**src/rtl/hazard_pipe_tracker.sv**
```systemverilog
// hazard_pipe_tracker: owns the EX/MEM and MEM/WB control registers (op, rd, writes-rd)
// consumed by the EX forwarding muxes. Also derives the F/D stall, D flush and E bubble
// controls from load-use and taken branch/jump conditions. Every stage holds while
// instruction or data memory is busy.
// Optional feature macro: HAZARD_PERF_CNT_EN adds the lu_cnt / flush_cnt event counters.
module hazard_pipe_tracker #(
    parameter int unsigned CNT_W = 32
) (
    input  logic             clk,
    input  logic             rst,
    input  logic [4:0]       D_op,
    input  logic [4:0]       D_rs1,
    input  logic [4:0]       D_rs2,
    input  logic             is_D_use_rs1,
    input  logic             is_D_use_rs2,
    input  logic [4:0]       E_op,
    input  logic [4:0]       E_rd,
    input  logic             jb_taken,
    input  logic             imem_stall,
    input  logic             dmem_stall,
    output logic [4:0]       M_op,
    output logic [4:0]       M_rd,
    output logic [4:0]       W_op,
    output logic [4:0]       W_rd,
    output logic             is_M_use_rd,
    output logic             is_W_use_rd,
    output logic             stall_F,
    output logic             stall_D,
    output logic             flush_D,
    output logic             bubble_E,
`ifdef HAZARD_PERF_CNT_EN
    output logic [CNT_W-1:0] lu_cnt,
    output logic [CNT_W-1:0] flush_cnt,
`endif
    output logic             stall_all
);

    // Opcode encodings, inst[6:2]
    localparam logic [4:0] OP_R   = 5'b01100;
    localparam logic [4:0] OP_I1  = 5'b00000; // load
    localparam logic [4:0] OP_I2  = 5'b00100; // ALU immediate, also the NOP op
    localparam logic [4:0] OP_I3  = 5'b11001; // jalr
    localparam logic [4:0] OP_U1  = 5'b01101; // lui
    localparam logic [4:0] OP_U2  = 5'b00101; // auipc
    localparam logic [4:0] OP_J   = 5'b11011; // jal
    localparam logic [4:0] OP_CSR = 5'b11100;

    function automatic logic f_writes_rd(input logic [4:0] op);
        logic wr;
        case (op)
            OP_R, OP_I1, OP_I2, OP_I3, OP_U1, OP_U2, OP_J, OP_CSR: wr = 1'b1;
            default:                                              wr = 1'b0;
        endcase
        return wr;
    endfunction

    logic       w_stall_all;
    logic       w_load_use;
    logic [4:0] r_M_op, r_M_rd, r_W_op, r_W_rd;
    logic       r_M_use_rd, r_W_use_rd;

    // D_op is part of the ID interface but no hazard rule depends on it
    logic w_unused;
    assign w_unused = ^{D_op, (CNT_W != 32'd0)};

    // Memory busy freezes the whole pipe; load-use compares ID sources against EX load rd
    always_comb begin
        w_stall_all = imem_stall | dmem_stall;
        w_load_use  = (E_op == OP_I1) && (E_rd != 5'd0) &&
                      ((is_D_use_rs1 && (D_rs1 == E_rd)) || (is_D_use_rs2 && (D_rs2 == E_rd)));
    end

    // Hazard controls: memory stall > taken branch/jump > load-use > none
    always_comb begin
        stall_F  = 1'b0;
        stall_D  = 1'b0;
        flush_D  = 1'b0;
        bubble_E = 1'b0;
        if (w_stall_all) begin
            stall_F = 1'b1;
            stall_D = 1'b1;
        end else if (jb_taken) begin
            flush_D  = 1'b1;
            bubble_E = 1'b1;
        end else if (w_load_use) begin
            stall_F  = 1'b1;
            stall_D  = 1'b1;
            bubble_E = 1'b1;
        end
    end

    // EX/MEM and MEM/WB control registers; reset loads NOP, memory stall holds both
    always_ff @(posedge clk or posedge rst) begin
        if (rst) begin
            r_M_op     <= OP_I2;
            r_M_rd     <= 5'd0;
            r_M_use_rd <= 1'b0;
            r_W_op     <= OP_I2;
            r_W_rd     <= 5'd0;
            r_W_use_rd <= 1'b0;
        end else if (!w_stall_all) begin
            r_M_op     <= E_op;
            r_M_rd     <= E_rd;
            r_M_use_rd <= f_writes_rd(E_op);
            r_W_op     <= r_M_op;
            r_W_rd     <= r_M_rd;
            r_W_use_rd <= r_M_use_rd;
        end
    end

`ifdef HAZARD_PERF_CNT_EN
    logic [CNT_W-1:0] r_lu_cnt, r_flush_cnt;

    // Event counters advance only on cycles the pipe actually moves; wrap naturally
    always_ff @(posedge clk or posedge rst) begin
        if (rst) begin
            r_lu_cnt    <= '0;
            r_flush_cnt <= '0;
        end else if (!w_stall_all) begin
            if (jb_taken) begin
                r_flush_cnt <= r_flush_cnt + 1'b1;
            end else if (w_load_use) begin
                r_lu_cnt <= r_lu_cnt + 1'b1;
            end
        end
    end

    assign lu_cnt    = r_lu_cnt;
    assign flush_cnt = r_flush_cnt;
`endif

    assign M_op        = r_M_op;
    assign M_rd        = r_M_rd;
    assign W_op        = r_W_op;
    assign W_rd        = r_W_rd;
    assign is_M_use_rd = r_M_use_rd;
    assign is_W_use_rd = r_W_use_rd;
    assign stall_all   = w_stall_all;

endmodule

```
**config.mk**
```make
export PLATFORM = sky130hd
export DESIGN_NAME = hazard_pipe_tracker
export DESIGN_NICKNAME = d
export VERILOG_FILES = /design/src/rtl/hazard_pipe_tracker.sv
export SDC_FILE = /design/constraint.sdc
export NUM_CORES = 1
export LEC_CHECK = 0
export ABC_AREA = 1
export ABC_CLOCK_PERIOD_IN_PS = 2600
export CORE_UTILIZATION = 35
export CTS_CLUSTER_DIAMETER = 150
export DETAILED_ROUTE_END_ITERATION = 16
export PLACE_DENSITY_LB_ADDON = 0.05
export SLEW_MARGIN = 10
export SYNTH_ARGS = -nofsm -noshare
export SYNTH_HDL_FRONTEND = slang
export SYNTH_SLANG_ARGS = --single-unit
```
**constraint.sdc**
```tcl
create_clock -name clk -period 2.6 [get_ports clk]
set_clock_uncertainty 0.05 [all_clocks]
set_input_delay 0.52 -clock clk [delete_from_list [all_inputs] [get_ports clk]]
set_output_delay 0.52 -clock clk [all_outputs]
set_load 0.01 [all_outputs]
```
==> report_table.html, run 1 <==
<table>
<tr><th>Metric</th><th>Value</th></tr>
<tr><th colspan="2">Worst hold path</th></tr>
<tr><td>Hold Path Class</td><td>register to register</td></tr>
<tr><td>Worst hold path depth</td><td>2</td></tr>
<tr><th colspan="2">Finish</th></tr>
<tr><td>Sequential cell area</td><td>553.0 um^2</td></tr>
<tr><td>Post-layout net count</td><td>254</td></tr>
<tr><td>Multi-input gate area in the final layout</td><td>435.4 um^2</td></tr>
<tr><td>Antenna diode count</td><td>0</td></tr>
<tr><td>Area growth from synthesis to final layout</td><td>59.29%</td></tr>
<tr><td>Share of post-route cells with drive strength above 1</td><td>10.86%</td></tr>
<tr><td>Count of fill cells added during filler insertion</td><td>333</td></tr>
<tr><td>Post-route cell area</td><td>1792 um^2</td></tr>
<tr><th colspan="2">Logic synthesis</th></tr>
<tr><td>Warnings from Yosys</td><td>0</td></tr>
<tr><td>Proportion of synthesized area in mux cells</td><td>0%</td></tr>
<tr><td>Share of synthesized cell area in and, or, nand and nor gates</td><td>28.48%</td></tr>
<tr><td>Post-synth top area share</td><td>44.49%</td></tr>
<tr><td>Count of cell types in the netlist</td><td>16</td></tr>
<tr><td>Post-synthesis instance area</td><td>1125 um^2</td></tr>
<tr><td>Post-synth top area cell</td><td>dfrtp_1</td></tr>
<tr><td>Post-synthesis average cell area</td><td>7.119 um^2</td></tr>
<tr><td>Top post-synthesis cells by area</td><td>dfrtp_1 (44%), nand2_1 (19%), inv_1 (8.0%), dfstp_2 (4.7%), o21ai_0 (4.4%)</td></tr>
<tr><td>Flops &amp; latches, synth</td><td>22</td></tr>
<tr><td>Adder-cell area share of the yosys netlist</td><td>0%</td></tr>
<tr><td>Compound-Gate Fraction of Synth Area</td><td>10.23%</td></tr>
<tr><td>Largest family of logic cells by synthesized area</td><td>simple AND/OR/NAND/NOR gates</td></tr>
<tr><td>Mapped Cells</td><td>158</td></tr>
<tr><td>Share of the yosys chip area belonging to registers</td><td>49.17%</td></tr>
<tr><td>Post-synthesis xor/xnor area fraction</td><td>0%</td></tr>
<tr><td>Synthesized netlist net count</td><td>190</td></tr>
<tr><th colspan="2">GRT</th></tr>
<tr><td>Wire length of the first global-routing pass</td><td>4.043 mm</td></tr>
<tr><td>Global-route track usage on met1</td><td>21.24%</td></tr>
<tr><td>Most Crowded Layer GR</td><td>met2</td></tr>
<tr><td>Aggregate global-route resource usage</td><td>15.38%</td></tr>
<tr><td>Antenna violations before repair</td><td>0</td></tr>
<tr><td>Pin count of the biggest net entering global routing</td><td>24</td></tr>
<tr><td>Aggregate global routing overflow</td><td>0</td></tr>
<tr><td>Met3 track utilization from global routing</td><td>2.637%</td></tr>
<tr><td>Vias in the first global route</td><td>984</td></tr>
<tr><td>Met2 GRT Util</td><td>24.63%</td></tr>
<tr><th colspan="2">Power</th></tr>
<tr><td>Power share of the clock group</td><td>20.9%</td></tr>
<tr><td>Internal power</td><td>0.6421 mW</td></tr>
<tr><td>PwrDens</td><td>498.3 nW/um^2</td></tr>
<tr><td>Sequential fraction of design power</td><td>47.2%</td></tr>
<tr><td>Pwr Total</td><td>0.8928 mW</td></tr>
<tr><td>Switching power</td><td>0.2507 mW</td></tr>
<tr><td>Comb power frac</td><td>31.9%</td></tr>
<tr><td>Leakage dissipation</td><td>0.9088 nW</td></tr>
<tr><td>Switching fraction of total power</td><td>28.08%</td></tr>
<tr><td>Worst VDD drop</td><td>0.2187 mV</td></tr>
<tr><th colspan="2">STA</th></tr>
<tr><td>Highest clock rate</td><td>399.8 MHz</td></tr>
<tr><td>Worst hold margin</td><td>0.4315 ns</td></tr>
<tr><td>Final setup margin</td><td>0.09862 ns</td></tr>
<tr><td>Rel. slew slack</td><td>46.17%</td></tr>
<tr><td>Total setup violations reported at the end of the flow</td><td>0</td></tr>
<tr><td>Final worst path period share</td><td>96.21%</td></tr>
<tr><td>Minimum clock period</td><td>2.501 ns</td></tr>
<tr><td>Slew at the pin with the worst max-slew slack</td><td>0.8065 ns</td></tr>
<tr><td>RSZ-0062 raised after global routing</td><td>false</td></tr>
<tr><td>Number of slew-limit violations in the final report</td><td>0</td></tr>
<tr><td>Final-report hold violation count</td><td>0</td></tr>
<tr><th colspan="2">Clock tree</th></tr>
<tr><td>Clock Pin Slew Worst Setup and Hold Paths</td><td>0.12 ns</td></tr>
<tr><td>Clock Latency Late Sink</td><td>0.31 ns</td></tr>
<tr><td>CTS tree</td><td>done</td></tr>
<tr><td>Total CTS buffers</td><td>3</td></tr>
<tr><td>Clock root cell</td><td>clkbuf_4</td></tr>
<tr><td>CTS Buffer Depth</td><td>2</td></tr>
<tr><td>Clock Sink Count</td><td>22</td></tr>
<tr><td>CTS H-tree depth</td><td>1</td></tr>
<tr><th colspan="2">Setup path</th></tr>
<tr><td>Launching element type of the critical path</td><td>primary input</td></tr>
<tr><td>Arrival time worst endpoint</td><td>1.93 ns</td></tr>
<tr><td>Largest fanout on the critical path</td><td>2</td></tr>
<tr><td>Number of cells traversed by the worst register-to-register path</td><td>2</td></tr>
<tr><td>Start-to-end type of the worst setup path</td><td>primary input to output port</td></tr>
<tr><td>Data required time at the worst endpoint</td><td>2.03 ns</td></tr>
<tr><td>Kind of end point of the critical path</td><td>output port</td></tr>
<tr><th colspan="2">Floorplan</th></tr>
<tr><td>Die height</td><td>58.69 um</td></tr>
<tr><td>Placement Rows</td><td>20</td></tr>
<tr><td>Core outline area</td><td>3053 um^2</td></tr>
<tr><td>DIE AREA</td><td>3445 um^2</td></tr>
<tr><td>Starting utilization of the core area</td><td>36.84%</td></tr>
<tr><td>Top-Level Pins</td><td>59</td></tr>
<tr><td>Die width</td><td>58.69 um</td></tr>
<tr><th colspan="2">Place</th></tr>
<tr><td>Post-Place Setup Slack</td><td>-0.1618 ns</td></tr>
<tr><td>Count of input and output buffers</td><td>53</td></tr>
<tr><td>Post-placement cell area</td><td>1758 um^2</td></tr>
<tr><td>Post-DP HPWL</td><td>1.992 mm</td></tr>
<tr><td>RD Place Congestion</td><td>0.8378</td></tr>
<tr><th colspan="2">Detailed routing</th></tr>
<tr><td>Final wirelength</td><td>2.477 mm</td></tr>
<tr><td>Via-per-instance ratio</td><td>4.453</td></tr>
<tr><td>First-pass iteration count of the detailed router</td><td>4</td></tr>
<tr><td>First-iteration detailed-routing DRC count</td><td>42</td></tr>
<tr><td>Post-route ant nets</td><td>0</td></tr>
<tr><td>Detail-routed net length per standard cell</td><td>9.347 um</td></tr>
<tr><td>DRC viols</td><td>0</td></tr>
<tr><td>DR vias</td><td>1,180</td></tr>
<tr><th colspan="2">Status</th></tr>
<tr><td>Result of the run</td><td>completed</td></tr>
<tr><th colspan="2">Flow run</th></tr>
<tr><td>Max Cap Viol</td><td>0</td></tr>
</table>
[metrics by stage]
stage          instances  setup TNS, ns  util [%]
5_1_grt              265              0     58.69
2_1_floorplan        158              0         -
4_1_cts              265              0     58.69
6_report             265              0     58.69
3_3_place_gp         260        -0.4791     57.58
3_5_place_dp         260        -0.4551     57.58
[synth_stat cells, drive strengths merged]
| library cell | instances |
|---|---|
| nand2 | 58 |
| dfrtp | 20 |
| nand3 | 7 |
| inv | 29 |
| nor3 | 1 |
| o2111ai | 1 |
| buf | 5 |
| dfstp | 2 |
| nor2 | 14 |
| o21ai | 20 |
| a31oi | 1 |
[area by class of cell]
| type | count | area share, % |
|---|---|---|
| clock buffers | 4 | 2.025 |
| flip-flops and latches | 22 | 30.87 |
| repair buffers | 64 | 33.66 |
| well taps | 44 | 3.073 |
| multi-input cells | 102 | 24.30 |
| inverters | 29 | 6.075 |
[registers in the layout (all words and copies together), names as in the netlist]
signal,flops
M_op,5
W_rd,5
is_M_use_rd,1
is_W_use_rd,1
W_op,5
M_rd,5
[per-layer routing]
layer / share of wire [%] / wire length, um
met1: 50 / 1233
met5: 0 / 0
met4: 1.5 / 36
met2: 43 / 1068
met3: 5.6 / 139
[worst paths after layout]
| kind | start | to | slack (ns) |
|---|---|---|---|
| setup / recovery | E_op[2] | stall_F | 0.1 |
| hold reg to reg | W_op[2] | W_op[2] | 0.43 |
| setup reg to reg | M_op[2] | M_op[2] | 1.71 |
| hold / removal | W_op[2] | W_op[2] | 0.43 |
| max in group asynchronous | rst | M_rd[3] | 1.38 |
| min in group asynchronous | rst | W_op[0] | 0.61 |
[critical path: stages]
cell,delay [ns]
clkdlybuf4s50_1,0.43
nor2_1,0.14
nand3_1,0.09
a31oi_1,0.20
buf_4,0.14
nand3_1,0.06
nand2_1,0.07
dlygate4sd2_1,0.27
[power by group through the flow]
| stage | registers [mW] | clock network (mW) | logic, mW |
|---|---|---|---|
| after floorplan | 0.452 | 0 | 0.0867 |
| after global placement | 0.426 | 0 | 0.288 |
| after detailed placement | 0.428 | 0 | 0.292 |
| after CTS | 0.422 | 0.191 | 0.289 |
| after global routing | 0.429 | 0.208 | 0.314 |
| final | 0.421 | 0.187 | 0.285 |
[cell usage in the layout, fill, tap and decap left out, drive strengths merged, types with 2 or more instances in the layout]
master / n
nand2: 58
clkdlybuf4s50: 45
inv: 29
dfrtp: 20
o21ai: 20
nor2: 14
buf: 11
dlygate4sd2: 8
nand3: 7
clkbuf: 4
dfstp: 2
[what timing repair did]
| item | 4_1_cts | 5_1_grt |
|---|---|---|
| gates resized for setup | 8 | 0 |
| endpoints found under the setup margin | 3 | 0 |
| buffers inserted | 1 | 0 |
| hold buffers | 0 | 0 |
[kinds of logic after synthesis]
family	count (synthesis)
flip-flops	22
AO/OA/AOI/OAI	22
AND/OR/NAND/NOR	80
buffers and inverters	34
Note: power is estimated with default switching activity, not from simulation.
==> run 2, diff against run 1 <==
Settings changed: CORE_ASPECT_RATIO set to 1.75, SETUP_SLACK_MARGIN set to 0.15.
==> run 2 against run 1 <==
  * First-iteration DRC count is 50% lower
  * Routed wire length is 7.1% higher
  * Critical path depth is 1 lower
  * Fmax is 4.1% higher
  * Critical path type unchanged
==> report_table.html, run 2 (synthesis results as in run 1) <==
<table>
<tr><th>Metric</th><th>Value</th></tr>
<tr><th colspan="2">Status</th></tr>
<tr><td>Result of the run</td><td>completed</td></tr>
<tr><th colspan="2">Finish</th></tr>
<tr><td>Area growth from synthesis to final layout</td><td>62.18%</td></tr>
<tr><td>Post-layout net count</td><td>255</td></tr>
<tr><td>Commonest non-fill, non-tap cells in the layout</td><td>nand2_1 (58), clkdlybuf4s50_1 (44), inv_1 (24), dfrtp_1 (20)</td></tr>
<tr><td>Post-layout instance count excluding filler cells</td><td>264</td></tr>
<tr><td>Antenna diode count</td><td>0</td></tr>
<tr><td>Share of post-route cells with drive strength above 1</td><td>11.71%</td></tr>
<tr><td>Final design utilization</td><td>60.95%</td></tr>
<tr><td>Most common library cell in the layout ignoring fill and taps</td><td>nand2_1</td></tr>
<tr><th colspan="2">GRT</th></tr>
<tr><td>Vias in the first global route</td><td>1,174</td></tr>
<tr><td>Antenna violations before repair</td><td>0</td></tr>
<tr><td>Wire length of the first global-routing pass</td><td>4.719 mm</td></tr>
<tr><td>Pin count of the biggest net entering global routing</td><td>24</td></tr>
<tr><td>Aggregate global-route resource usage</td><td>17.89%</td></tr>
<tr><td>Aggregate global routing overflow</td><td>0</td></tr>
<tr><th colspan="2">Worst hold path</th></tr>
<tr><td>Hold Path Class</td><td>register to register</td></tr>
<tr><td>Worst hold path depth</td><td>2</td></tr>
<tr><th colspan="2">Setup path</th></tr>
<tr><td>Slowest stage cell on the critical path</td><td>clkdlybuf4s50_1</td></tr>
<tr><td>Cell depth of the worst setup path</td><td>7</td></tr>
<tr><td>Start-to-end type of the worst setup path</td><td>primary input to output port</td></tr>
<tr><td>Flop-to-flop setup slack</td><td>1.73 ns</td></tr>
<tr><td>Cells along the critical path</td><td>clkdlybuf4s50_1 -&gt; nor2_1 -&gt; nand3_1 -&gt; a31oi_2 -&gt; nand3_1 -&gt; nand2_1 -&gt; dlygate4sd2_1</td></tr>
<tr><td>Launching element type of the critical path</td><td>primary input</td></tr>
<tr><td>Family of cells with the greatest summed delay on the critical path</td><td>buffers and inverters</td></tr>
<tr><td>Largest fanout on the critical path</td><td>2</td></tr>
<tr><td>Most prevalent standard cell on the critical path</td><td>nand3_1</td></tr>
<tr><td>Number of cells traversed by the worst register-to-register path</td><td>2</td></tr>
<tr><td>Arrival time worst endpoint</td><td>1.83 ns</td></tr>
<tr><td>Crit path buf inv count</td><td>2</td></tr>
<tr><td>Kind of end point of the critical path</td><td>output port</td></tr>
<tr><td>Data required time at the worst endpoint</td><td>2.03 ns</td></tr>
<tr><td>Peak per-stage delay on the critical path</td><td>0.43 ns</td></tr>
<tr><th colspan="2">Detailed routing</th></tr>
<tr><td>First-iteration detailed-routing DRC count</td><td>21</td></tr>
<tr><td>Detail-routed net length per standard cell</td><td>10.05 um</td></tr>
<tr><td>Final wirelength</td><td>2.653 mm</td></tr>
<tr><td>Via-per-instance ratio</td><td>4.443</td></tr>
<tr><td>Post-route ant nets</td><td>0</td></tr>
<tr><td>First-pass iteration count of the detailed router</td><td>4</td></tr>
<tr><td>DRC viols</td><td>0</td></tr>
<tr><td>DR vias</td><td>1,173</td></tr>
<tr><th colspan="2">Place</th></tr>
<tr><td>Count of input and output buffers</td><td>53</td></tr>
<tr><td>Post-placement cell count</td><td>260</td></tr>
<tr><td>Post-DP HPWL</td><td>2.198 mm</td></tr>
<tr><td>RD Place Congestion</td><td>0.7368</td></tr>
<tr><th colspan="2">Clock tree</th></tr>
<tr><td>CTS tree</td><td>done</td></tr>
<tr><td>CTS H-tree depth</td><td>1</td></tr>
<tr><td>Total CTS buffers</td><td>3</td></tr>
<tr><td>Clock root cell</td><td>clkbuf_8</td></tr>
<tr><td>Post CTS Setup Buffer Count</td><td>0</td></tr>
<tr><td>Count of hold buffers inserted by post-cts repair</td><td>0</td></tr>
<tr><td>Clock Latency Late Sink</td><td>0.25 ns</td></tr>
<tr><td>CTS Buffer Depth</td><td>2</td></tr>
<tr><td>Clock Pin Slew Worst Setup and Hold Paths</td><td>0.08 ns</td></tr>
<tr><td>Clock Sink Count</td><td>22</td></tr>
<tr><th colspan="2">Floorplan</th></tr>
<tr><td>Die height</td><td>77.00 um</td></tr>
<tr><td>Placement Rows</td><td>26</td></tr>
<tr><td>DIE AREA</td><td>3454 um^2</td></tr>
<tr><td>Die width</td><td>44.86 um</td></tr>
<tr><td>Starting utilization of the core area</td><td>37.58%</td></tr>
<tr><td>Core outline area</td><td>2993 um^2</td></tr>
<tr><td>Top-Level Pins</td><td>59</td></tr>
<tr><th colspan="2">Power</th></tr>
<tr><td>Pwr Total</td><td>0.9496 mW</td></tr>
<tr><td>PwrDens</td><td>520.5 nW/um^2</td></tr>
<tr><td>Worst VDD drop</td><td>0.2182 mV</td></tr>
<tr><td>Leakage dissipation</td><td>0.9374 nW</td></tr>
<tr><th colspan="2">STA</th></tr>
<tr><td>Worst hold margin</td><td>0.4198 ns</td></tr>
<tr><td>Rel. slew slack</td><td>45.90%</td></tr>
<tr><td>Final worst path period share</td><td>92.39%</td></tr>
<tr><td>RSZ-0062 raised after global routing</td><td>true</td></tr>
<tr><td>Final-report hold violation count</td><td>0</td></tr>
<tr><td>Total setup violations reported at the end of the flow</td><td>0</td></tr>
<tr><td>Setup TNS Final</td><td>0 ns</td></tr>
<tr><td>Slew at the pin with the worst max-slew slack</td><td>0.8107 ns</td></tr>
<tr><td>Minimum clock period</td><td>2.402 ns</td></tr>
<tr><td>Highest clock rate</td><td>416.3 MHz</td></tr>
<tr><td>Number of slew-limit violations in the final report</td><td>0</td></tr>
<tr><th colspan="2">Flow run</th></tr>
<tr><td>Max Cap Viol</td><td>0</td></tr>
</table>
==> run 2: layout make-up <==
class	instances	area, um^2
inverter	29	108.9
tap	42	52.55
sequential	22	553.0
timing repair buffer	65	613.1
fill	290	1169
multi-input combinational	102	441.7
clock buffer	4	55.05
==> run 2: metal layers <==
layer | up-vias | wire, um | part of all wire (%) | global-route usage, %
met4 | 0 | 25 | 0.94 | 6.364
met5 | - | 0 | 0 | 0
li1 | 606 | - | - | -
met2 | 35 | 1454 | 55 | 35.15
met1 | 530 | 1037 | 39 | 17.66
met3 | 2 | 135 | 5.1 | 1.882
==> run 2: per-stage QoR <==
step / setup WS [ns] / instance area (um^2)
after CTS: 0.1638 / 1815
after detailed placement: -0.1825 / 1770
after global routing: 0.08940 / 1824
final: 0.1978 / 1824
after floorplan: 0.8143 / 1125
after global placement: -0.1719 / 1770
==> run 2: path summary, 6_finish.rpt <==
path / to / start
max in group asynchronous: M_rd[0] / rst
min in group asynchronous: W_rd[3] / rst
max reg2reg: M_op[2] / M_op[2]
min: is_W_use_rd / is_W_use_rd
max: stall_F / E_op[2]
min reg2reg: is_W_use_rd / is_W_use_rd
==> run 2: what timing repair did <==
action / in CTS / in global routing
gates resized for setup: 8 / 2
hold endpoints to repair: 0 / 0
endpoints found under the setup margin: 3 / 4
gates cloned: 0 / 0
==> run 2: tightest hold or removal path: stages, from the launching register on <==
cell	delay [ns]
dfrtp_1	0.35
nand2_1	0.05
nand2_1	0.04
==> run 2: where the power goes <==
group / internal, mW / leakage, nW / switching [mW]
Clock: 0.135 / 0.0288 / 0.104
Sequential: 0.395 / 0.271 / 0.0263
Combinational: 0.164 / 0.637 / 0.126
==> run 3, diff against run 2 <==
Settings changed: SLEW_MARGIN 10 to 25.
==> results of run 3 <==
The final DEF is identical to that of run 2; final timing and power are the same.
==> edit: new RTL, config.mk and constraints of run 3 <==
The option `HAZARD_PERF_CNT_EN` is turned on by a define.
--- a/src/rtl/hazard_pipe_tracker.sv
+++ b/src/rtl/hazard_pipe_tracker.sv
@@ -5,2 +5,4 @@
 // Optional feature macro: HAZARD_PERF_CNT_EN adds the lu_cnt / flush_cnt event counters.
+`define HAZARD_PERF_CNT_EN
+
 module hazard_pipe_tracker #(
Behaviour (old outputs only; new: flush_cnt and lu_cnt): unchanged (Yosys induction, for registers that start in step).
==> edit against run 3 <==
  * Non-clock buffer count grew 76
  * Largest power group unchanged
  * Routed wire length rose to 5.1 times the old value
  * Setup slack better by 0.029 ns
  * Global-route usage is 1.4 points higher
  * Via count rose to 4.0 times the old value
  * Power increased to 3.4 times the old value
  * Cell area rose to 3.8 times the old value
  * Die area rose to 4.3 times the old value
  * Synthesized area grew to 4.5 times the old value
  * Sequential cell count up 64
==> edit: results (changes against run 3) <==
Parameter                              Value

CTS
  Clock root cell    sky130_fd_sc_hd__clkbuf_16 (was sky130_fd_sc_hd__clkbuf_8)
  Source-to-sink clock delay at the later pin of the worst-skew pair    0.34 ns (was 0.25 ns)
  Clock-pin transition on the worst setup and hold timing paths    0.06 ns (was 0.08 ns)
  Htree depth    3 (was 1)
  Clock buffers created by TritonCTS    9 (was 3)

Global routing
  Number of global-route vias before repair    4663 (was 1174)
  First-pass GRT wire length    22500 um (was 4720 um)
  Maximum number of pins on one net before global-route repair    38 (was 24)
  Global router's overall resource usage    0.192 (was 0.179)

Hold path
  End of the worst hold path    W_op[2]$_DFFE_PP1N_ (was is_W_use_rd$_DFFE_PP0N_)
  Hold path startpoint    W_op[2]$_DFFE_PP1N_ (was is_W_use_rd$_DFFE_PP0N_)

Placement
  Detailed placement HPWL    10600 um (was 2200 um)
  Count of input and output buffers    117 (was 53)
  Placed standard-cell area    6520 um2 (was 1770 um2)
  Post-Place Cells    965 (was 260)

Critical path
  Data arrival time of the critical path    1.80 ns (was 1.83 ns)
  Crit. Startpoint    D_rs2[3] (was E_op[2])
  Worst r2r dst    lu_cnt[30]$_DFFE_PP0P_ (was M_op[2]$_DFFE_PP1N_)
  Crit-path max cell delay    0.48 ns (was 0.43 ns)
  Setup slack of the worst register-to-register path    0.53 ns (was 1.73 ns)
  Number of cells on the worst reg-to-reg path    10 (was 2)

Logic synthesis
  Number of distinct library cells after synthesis    36 (was 16)
  Sequential area share after synthesis    0.430 (was 0.492)
  Synthesized netlist net count    696 (was 190)
  Synth cell count leaders    sky130_fd_sc_hd__nand2_1 (223), sky130_fd_sc_hd__dfrtp_1 (84), sky130_fd_sc_hd__inv_1 (79) (was sky130_fd_sc_hd__nand2_1 (58), sky130_fd_sc_hd__inv_1 (24), sky130_fd_sc_hd__dfrtp_1 (20))

Power
  Leakage power    3.16 nW (was 0.937 nW)
  Worst IR drop on VDD    0.283 mV (was 0.218 mV)

Finish
  Share of cells above drive strength 1    0.134 (was 0.117)
  Filler cell count in the final layout    1402 (was 290)
  Post-layout net count    834 (was 255)

STA
  Slew HR    0.622 (was 0.459)
  Min Clock Period, post-route    2.37 ns (was 2.40 ns)
  Worst Hold Margin    0.414 ns (was 0.420 ns)

Drt
  Number of detailed-route iterations in the first pass    5 (was 4)
  Wire per inst    13.9 um (was 10.0 um)
  Drt via density    4.76 (was 4.44)
  Routed WL    13700 um (was 2650 um)

Outcome
  Result of the run    complete, no violations (unchanged)
edit: changes by cell type after synthesis, moves of 22 or more:
cell,change
sky130_fd_sc_hd__dfrtp_1,+64
sky130_fd_sc_hd__inv_1,+55
sky130_fd_sc_hd__nand2_1,+165
sky130_fd_sc_hd__nand3_1,+36
sky130_fd_sc_hd__nand4_1,+22
sky130_fd_sc_hd__nor2_1,+49
edit: cell type report:
type,count,area [um2],share of cell area
Inverter,86,327,0.0477
Timing Repair Buffer,141,1400,0.204
Tap cell,177,221,0.0323
Multi-Input combinational cell,476,2460,0.359
Sequential cell,86,2150,0.315
Clock inverter,6,45.0,0.00658
Clock buffer,10,239,0.0349
edit: metal layers:
metal  vias to the layer above  share of wire  global-route usage
met4                         0          0.026              0.0888
met1                      2191           0.38               0.204
li1                       2345              -                   -
met2                       110           0.56               0.367
met5                         -              0                   0
met3                        24          0.035              0.0233
edit: cell families after synthesis:
group,after synthesis,synth area share
DFF,86,0.430
buffers and inverters,100,0.0835
AOI/OAI and AO/OA,37,0.0525
adders and majority gates,2,0.00500
and+or+nand+nor,398,0.361
xor gates and xnor gates,39,0.0682
edit: timing repair:
item | CTS | global route
setup endpoints to repair | 5 | 3
hold endpoints to repair | 0 | 0
pin swaps | 5 | 12
buffers inserted | 1 | 0
hold buffers | 0 | 0
gates resized for setup | 31 | 12
cloned | 0 | 0
edit: power by group:
part | total (W) | switching (W) | internal (W)
Combinational | 0.000499 | 0.000231 | 0.000268
Sequential | 0.00151 | 0.0000852 | 0.00143
Clock | 0.00124 | 0.000567 | 0.000677
Total | 0.00326 | 0.000883 | 0.00237
edit: critical path, delay by kind of cell:
kind / cells / cell delay (ns)
buf+inv: 3 / 0.67
simple gates: 6 / 0.48
compound gates: 1 / 0.13
